File: src/rtl/rc5_key_expander.sv
// rc5_key_expander: iterative RC5-16/r/16 key schedule generator with a registered subkey read port.
// Build option RC5_KEY_ZEROIZE_EN: wipe L/A/B at FIN and clear S/L tables on reset.
module rc5_key_expander #(
    parameter int          MAX_ROUNDS = 16,
    parameter logic [15:0] P16        = 16'hB7E1,
    parameter logic [15:0] Q16        = 16'h9E37
) (
    input  logic         clk,
    input  logic         rst,
    input  logic         start,
    input  logic [127:0] key,
    input  logic [4:0]   num_rounds,
    output logic         busy,
    output logic         done,
    output logic         sk_valid,
    output logic [5:0]   sk_count,
    input  logic [5:0]   sk_rd_addr,
    output logic [15:0]  sk_rd_data
);
    localparam int DEPTH = 2 * (MAX_ROUNDS + 1);
    typedef enum logic [2:0] {IDLE, LOAD, INIT, MIX, FIN} state_t;
    state_t      state_q, state_d;
    logic        busy_q, busy_d, done_q, done_d, valid_q, valid_d;
    logic [5:0]  t_q, t_d, i_q, i_d;
    logic [6:0]  n_q, n_d, cnt_q, cnt_d;
    logic [2:0]  j_q, j_d;
    logic [15:0] a_q, a_d, b_q, b_d, rd_q, rd_d;
    logic [15:0] s_q [DEPTH];
    logic [15:0] s_d [DEPTH];
    logic [15:0] l_q [8];
    logic [15:0] l_d [8];
    logic [4:0]  r_c;
    logic [5:0]  t_n, t_m;
    logic [15:0] a_n, ab, b_n;

    function automatic logic [15:0] rotl(input logic [15:0] x, input logic [3:0] s);
        logic [31:0] y;
        y = {x, x} << s;
        return y[31:16];
    endfunction

    always_comb begin
        r_c     = (num_rounds > 5'(MAX_ROUNDS)) ? 5'(MAX_ROUNDS) : num_rounds;
        t_n     = {r_c + 5'd1, 1'b0};
        t_m     = (t_n < 6'd8) ? 6'd8 : t_n;
        a_n     = rotl(s_q[i_q] + a_q + b_q, 4'd3);
        ab      = a_n + b_q;
        b_n     = rotl(l_q[j_q] + ab, ab[3:0]);
        state_d = state_q;
        busy_d  = busy_q;
        done_d  = 1'b0;
        valid_d = valid_q;
        t_d     = t_q;
        n_d     = n_q;
        i_d     = i_q;
        j_d     = j_q;
        a_d     = a_q;
        b_d     = b_q;
        cnt_d   = cnt_q;
        s_d     = s_q;
        l_d     = l_q;
        rd_d    = (valid_q && sk_rd_addr < t_q) ? s_q[sk_rd_addr] : 16'h0;
        case (state_q)
            IDLE: begin
                // busy is still high during the done cycle, so a start there is dropped
                if (done_q) begin
                    busy_d = 1'b0;
                end else if (start) begin
                    state_d = LOAD;
                    busy_d  = 1'b1;
                    valid_d = 1'b0;
                    t_d     = t_n;
                    n_d     = {1'b0, t_m} + {t_m, 1'b0};
                    for (int k = 0; k < 8; k++) l_d[k] = key[16*k +: 16];
                end
            end
            LOAD: begin
                s_d[0]  = P16;
                i_d     = 6'd1;
                state_d = INIT;
            end
            INIT: begin
                s_d[i_q] = s_q[i_q - 6'd1] + Q16;
                i_d      = i_q + 6'd1;
                if (i_q == t_q - 6'd1) begin
                    state_d = MIX;
                    i_d     = 6'd0;
                    j_d     = 3'd0;
                    a_d     = 16'h0;
                    b_d     = 16'h0;
                    cnt_d   = 7'd0;
                end
            end
            MIX: begin
                s_d[i_q] = a_n;
                l_d[j_q] = b_n;
                a_d      = a_n;
                b_d      = b_n;
                i_d      = (i_q == t_q - 6'd1) ? 6'd0 : i_q + 6'd1;
                j_d      = j_q + 3'd1;
                cnt_d    = cnt_q + 7'd1;
                state_d  = (cnt_q == n_q - 7'd1) ? FIN : MIX;
            end
            FIN: begin
                state_d = IDLE;
                done_d  = 1'b1;
                valid_d = 1'b1;
`ifdef RC5_KEY_ZEROIZE_EN
                l_d     = '{default: '0};
                a_d     = 16'h0;
                b_d     = 16'h0;
`endif
            end
            default: state_d = IDLE;
        endcase
    end

    always_ff @(posedge clk) begin
        s_q <= s_d;
        l_q <= l_d;
        if (!rst) begin
            state_q <= IDLE;
            busy_q  <= 1'b0;
            done_q  <= 1'b0;
            valid_q <= 1'b0;
            t_q     <= 6'd0;
            n_q     <= 7'd0;
            cnt_q   <= 7'd0;
            i_q     <= 6'd0;
            j_q     <= 3'd0;
            a_q     <= 16'h0;
            b_q     <= 16'h0;
            rd_q    <= 16'h0;
`ifdef RC5_KEY_ZEROIZE_EN
            s_q     <= '{default: '0};
            l_q     <= '{default: '0};
`endif
        end else begin
            state_q <= state_d;
            busy_q  <= busy_d;
            done_q  <= done_d;
            valid_q <= valid_d;
            t_q     <= t_d;
            n_q     <= n_d;
            cnt_q   <= cnt_d;
            i_q     <= i_d;
            j_q     <= j_d;
            a_q     <= a_d;
            b_q     <= b_d;
            rd_q    <= rd_d;
        end
    end

    assign busy       = busy_q;
    assign done       = done_q;
    assign sk_valid   = valid_q;
    assign sk_count   = t_q;
    assign sk_rd_data = rd_q;
endmodule

File: config.mk
export PLATFORM = sky130hd
export DESIGN_NAME = rc5_key_expander
export DESIGN_NICKNAME = d
export VERILOG_FILES = /design/src/rtl/rc5_key_expander.sv
export SDC_FILE = /design/constraint.sdc
export NUM_CORES = 2
export LEC_CHECK = 0
export ABC_AREA = 1
export BUFFER_PORTS_ARGS = -buffer_cell sky130_fd_sc_hd__buf_2
export CAP_MARGIN = 0
export CELL_PAD_IN_SITES_DETAIL_PLACEMENT = 0
export CELL_PAD_IN_SITES_GLOBAL_PLACEMENT = 2
export CORE_MARGIN = 2
export CORE_UTILIZATION = 38
export DETAILED_ROUTE_END_ITERATION = 7
export GPL_TIMING_DRIVEN = 0
export PLACE_DENSITY_LB_ADDON = 0.1
export REMOVE_ABC_BUFFERS = 1
export SLEW_MARGIN = 20
export SYNTH_ARGS = -nofsm -noshare
export SYNTH_HDL_FRONTEND = slang
export SYNTH_SLANG_ARGS = --single-unit
File: constraint.sdc
create_clock -name clk -period 9 [get_ports clk]
set_clock_uncertainty 0.1 [all_clocks]
set_input_delay 1.8 -clock clk [delete_from_list [all_inputs] [get_ports clk]]
set_output_delay 1.8 -clock clk [all_outputs]
set_load 0.02 [all_outputs]
# Yosys cells after proc, flatten, opt, wreduce, memory -nomap -nowiden
# Cells that the tools add are included.
# op_classes
add_sub_neg,13
multipliers,0
n_div,0
n_lt_le_gt_ge,9
eq_ne,9
shifts,1
n_mux,46
n_bitwise,5
reduce_logical,18
# op_table
op,count
544-bit bitwise mux,2
528-bit one-hot mux with 2 select lines,1
16-bit binary-select mux with 6-bit select,3
128-bit 2-to-1 mux,2
128-bit one-hot mux with 2 select lines,1
16-bit 2-to-1 mux,11
128-bit bitwise mux,1
16-bit demux with 6-bit select,1
16-bit adder,4
16-bit one-hot mux with 2 select lines,2
16-bit binary-select mux with 3-bit select,1
16-bit demux with 3-bit select,1
16-bit one-hot mux with 3 select lines,1
32-bit by 4-bit left shift with 32-bit output,1
7-bit >= comparator (second input constant),3
6-bit NOT with 7-bit output,3
16-bit adder (second input constant),1
3-bit 2-to-1 mux,5
7-bit one-hot mux with 2 select lines,1
6-bit 2-to-1 mux,2
3-bit one-hot mux with 4 select lines,1
6-bit one-hot mux with 2 select lines,1
3-bit AND reduction,4
6-bit by 1-bit subtractor with 6-bit output (second input constant),2
other kinds (31),46
# totals
register_bits,754
latch_bits,0
mem_bits_rw,0
rom_bits,0
input_bits,142
output_inout_bits,25
n_memories,0

# Depth between registers and ports, before layout
# depth
ltp_word,11
depth_mapped,50
depth_no_buf,46

# Worst setup path before layout
# Ideal clock, no wire load.
# synth_timing
path_kind,register -> register
from,register i_q[0]
to,register l_q[118] (netlist bit) (data pin)
setup_time_ns,0.268
t_arrival_ns,7.241
slack_ns,1.391
path_stages_with_launch,46
path_cell_list,dfxtp_1 -> buf_4 -> inv_2 -> buf_2 -> buf_4 -> buf_2 -> nor2_1 -> inv_1 -> clkbuf_1 -> o22ai_1 -> a221oi_1 -> a21oi_1 -> a211oi_1 -> fa_1 -> inv_1 -> ha_1 -> inv_1 -> fa_1 -> (+10 left out) -> o21ai_0 -> a31oi_1 -> xnor2_1 -> ha_1 -> nand2_1 -> nor2_1 -> nand3_1 -> nand3_1 -> a21oi_1 -> or2_2 -> nand3_1 -> nand3_1 -> nand3_1 -> nand3_1 -> nand2_1 -> inv_1 -> nand2_1 -> o21ai_0
# synth_rtl
item,line,rtl
start: declaration,24,"logic [5:0] t_q, t_d, i_q, i_d;"
start signal: assignment,146,i_q <= i_d;
end signal: assignment,120,l_q <= l_d;
end: declaration,30,logic [15:0] l_q [8];

==> flow_metrics.py <==
metrics = {
    "timing": {
        "worstMarginPinSlew_ns": 1.19,
        "hold_violations": 0,
        "worst_slack_ns": 0.193,
        "period_needed_ns": 8.81,
        "fmax_mhz": 114,
        "finalCritPeriodShare_pct": 97.9,
        "setup_viol": 0,
        "slew_viol_final": 0,
        "fin_setup_tns_ns": 0,
        "max_slew_margin_pct": 19.4,
        "holdWs_ns": 0.378,
    },
    "place": {
        "dp.cells": 7241,
        "gp_congestion": 0.903,
        "io_buffer_count": 165,
        "dp_hpwl_um": 147000,
        "postPlaceCellArea_mm2": 0.0508,
        "dp_slack_ns": -3.11,
    },
    "setup_path": {
        "ff2ff_path_depth": 43,
        "path_delay_family": "simple AND/OR/NAND/NOR gates",
        "crit_required_ns": 9.29,
        "regToRegSetupSlack_ns": 0.19,
        "cp.arrival_ns": 9.09,
        "cpMaxStageDelayCell": "o41ai_1",
        "r2r_start": "i_q[0]",
        "path_class": "flip-flop to flip-flop",
        "r2r_end": "l_q[122]",
        "start_kind": "flip-flop",
        "path_max_fanout": 12,
        "cp_slowest_stage_delay_ns": 0.90,
        "endpoint_kind": "flip-flop",
        "path_buf_inv": 11,
        "crit_path_frequent_cell": "buf_16",
    },
    "cts": {
        "hold_buffers": 0,
        "cts.path.max_buffers": 3,
        "cts_sinks": 753,
        "cts_made_buffers": 91,
        "cts_root_buffer": "clkbuf_16",
        "cts.reportedPaths.clkPinSlew_ns": 0.06,
        "cts_tree": "done",
        "worstSkewPairLatency_ns": 0.71,
        "ctsHtreeMaxLevel": 3,
    },
    "global_routing": {
        "grt_max_degree": 111,
        "grt_pass1_vias": 43600,
        "track_usage_pct": 36.8,
        "grt_pass1_wl_um": 329000,
        "overflow": 0,
        "grt_antenna_before_repair": 11,
    },
    "detailed_routing": {
        "vias": 46900,
        "vias_per_cell": 6.25,
        "final_antenna_net_count": 0,
        "routed_wl_um": 239000,
        "first_pass_iters": 6,
        "drcViolationCount": 0,
        "drt_iter0_markers": 7216,
        "wl_per_cell_um": 31.9,
    },
    "yosys": {
        "synth_top_cell_area_share_pct": 43.2,
        "synth_adder_area_share_pct": 2.45,
        "async_reset_ff_share_pct": 0,
        "synth_top_area_cell": "edfxtp_1",
        "synth_compound_area_share_pct": 23.9,
        "synth-seq-cells": 753,
        "synth_most_common_cell": "nand2_1",
        "synthMuxAreaShare_pct": 0.0214,
        "yosysWarnings": 0,
        "synth_edf_count": 672,
        "syn_area_mm2": 0.0468,
        "yosysSeqAreaShare_pct": 46.6,
        "synth_xor_area_share_pct": 1.21,
        "ys_types": 63,
        "synth.top_cells.by_area": "edfxtp_1 (43%), a21oi_1 (8.7%), o21ai_0 (8.1%)",
        "synth_flop_cell": "edfxtp_1",
        "synthTopCellsByCount": "nand2_1 (825), a21oi_1 (811), o21ai_0 (759)",
        "yosys.area_share.simple_pct": 17.1,
        "syn_inst": 5815,
        "synth_top_family_by_area": "compound AO/OA/AOI/OAI gates",
        "syn_avg_cell_area_um2": 8.04,
    },
    "worst_hold_path": {
        "whs_endpoint": "a_q[1]",
        "min_path_type": "flip-flop to flip-flop",
        "min_path_cells": 2,
        "min-delay-start": "a_q[1]",
    },
    "layout": {
        "drive_gt1_share_pct": 12.6,
        "multi_input_comb_area_mm2": 0.0222,
        "fillers": 12000,
        "final_core_util_pct": 45.5,
        "final_cells": 7496,
        "fin_nets": 6010,
        "regArea_mm2": 0.0218,
        "syn_to_final_growth_pct": 18.6,
        "finalInstanceArea_mm2": 0.0555,
    },
    "die": {
        "design.core.area_mm2": 0.122,
        "rows": 128,
        "die_h_um": 355,
        "start_util_pct": 38.4,
        "die_x_um": 355,
        "die-area_mm2": 0.126,
        "io_pins": 167,
    },
    "flow_run": {
        "cap_violations": 0,
    },
    "pwr": {
        "total_power_mw": 15.9,
        "peakVddDrop_mv": 0.207,
        "power_density_mw_per_mm2": 287,
        "total_leakage_power_nw": 21.0,
    },
    "run_status": {
        "status": "finished clean",
    },
}
[layer usage]
layer / part of all wire, % / routed length (um) / GRT usage (%) / up-vias
met5: 0.024 / 57 / 0 / -
met4: 6.9 / 16500 / 22.5 / 10
met3: 11 / 26400 / 9.16 / 689
met2: 43 / 102000 / 55.1 / 2875
met1: 39 / 93800 / 47.9 / 22800
li1: - / - / - / 20500
[logic make-up (layout without fill, tap and decap cells)]
group           Yosys count  in the layout
compound gates         2018           2018
xor+xnor                 61             61
fa+ha+maj                80             80
buf+inv                1026           1072
flops                   753            753
mux                       1              1
other cells               1              6
simple gates           1875           1880
[sequential cells by signal, indices dropped and copies added (netlist names)]
register,cells
a_q,16
b_q,16
busy,1
cnt_q,7
done,1
i_q,6
j_q,3
l_q,128
n_q,6
s_q,544
sk_count,5
sk_rd_data,16
sk_valid,1
state_q,3
[power by group]
part           switching [mW]  leakage (nW)  total [mW]  internal, mW
clock network            1.60          1.46        3.86          2.26
registers              0.0881          6.95        4.07          3.98
logic                    5.62          12.6        7.99          2.36
[layout by cell type, fill, tap and decap left out, types with 26 or more instances in the layout]
cell type	synthesis	layout
nand2_1	825	797
a21oi_1	811	792
o21ai_0	759	740
edfxtp_1	672	672
inv_1	503	475
nand3_1	487	474
nor2_1	456	412
buf_2	77	163
o22ai_1	140	140
o211ai_1	109	109
clkbuf_16	0	92
dfxtp_1	81	78
buf_4	13	65
buf_16	0	65
ha_1	61	55
clkinv_1	30	44
nor2_4	2	41
nand4_1	41	41
a221oi_1	39	36
inv_2	19	32
buf_12	0	29
clkbuf_1	316	27
xnor2_1	27	26
[area by class of cell]
| cell class | instances | share of cell area, % |
|---|---|---|
| multi-input cells | 4041 | 40.0 |
| flip-flops and latches | 753 | 39.3 |
| repair buffers | 345 | 7.60 |
| clock buffers | 123 | 4.43 |
| inverters | 553 | 3.93 |
| well taps | 1625 | 3.67 |
| clock inverters | 48 | 1.01 |
| repair inverters | 3 | 0.0474 |
| diodes | 5 | 0.0226 |
[what timing repair did]
item | 4_1_cts | 5_1_grt
resized for setup | 89 | 71
setup endpoints to repair | 144 | 144
cloned | 19 | 1
buffers inserted | 44 | 17
pin swaps | 21 | 24
[worst max-delay path by stage]
stage | to | start | slack, ns | cells past startpoint
2_1_floorplan | l_q[3] | i_q[0] | -9.33 | 36
3_3_place_gp | l_q[64] | i_q[0] | -30.57 | 36
3_5_place_dp | l_q[113] | i_q[0] | -3.11 | 44
4_1_cts | l_q[0] | i_q[0] | 0.009 | 48
5_1_grt | l_q[0] | i_q[0] | -0.04 | 49
6_report | l_q[122] | i_q[0] | 0.19 | 43
[tightest hold or removal path: stages (launching register included)]
cell	delay (ns)
dfxtp_1	0.31
nand2_1	0.06
a21oi_1	0.06
Note: power is estimated with default switching activity, not from simulation.
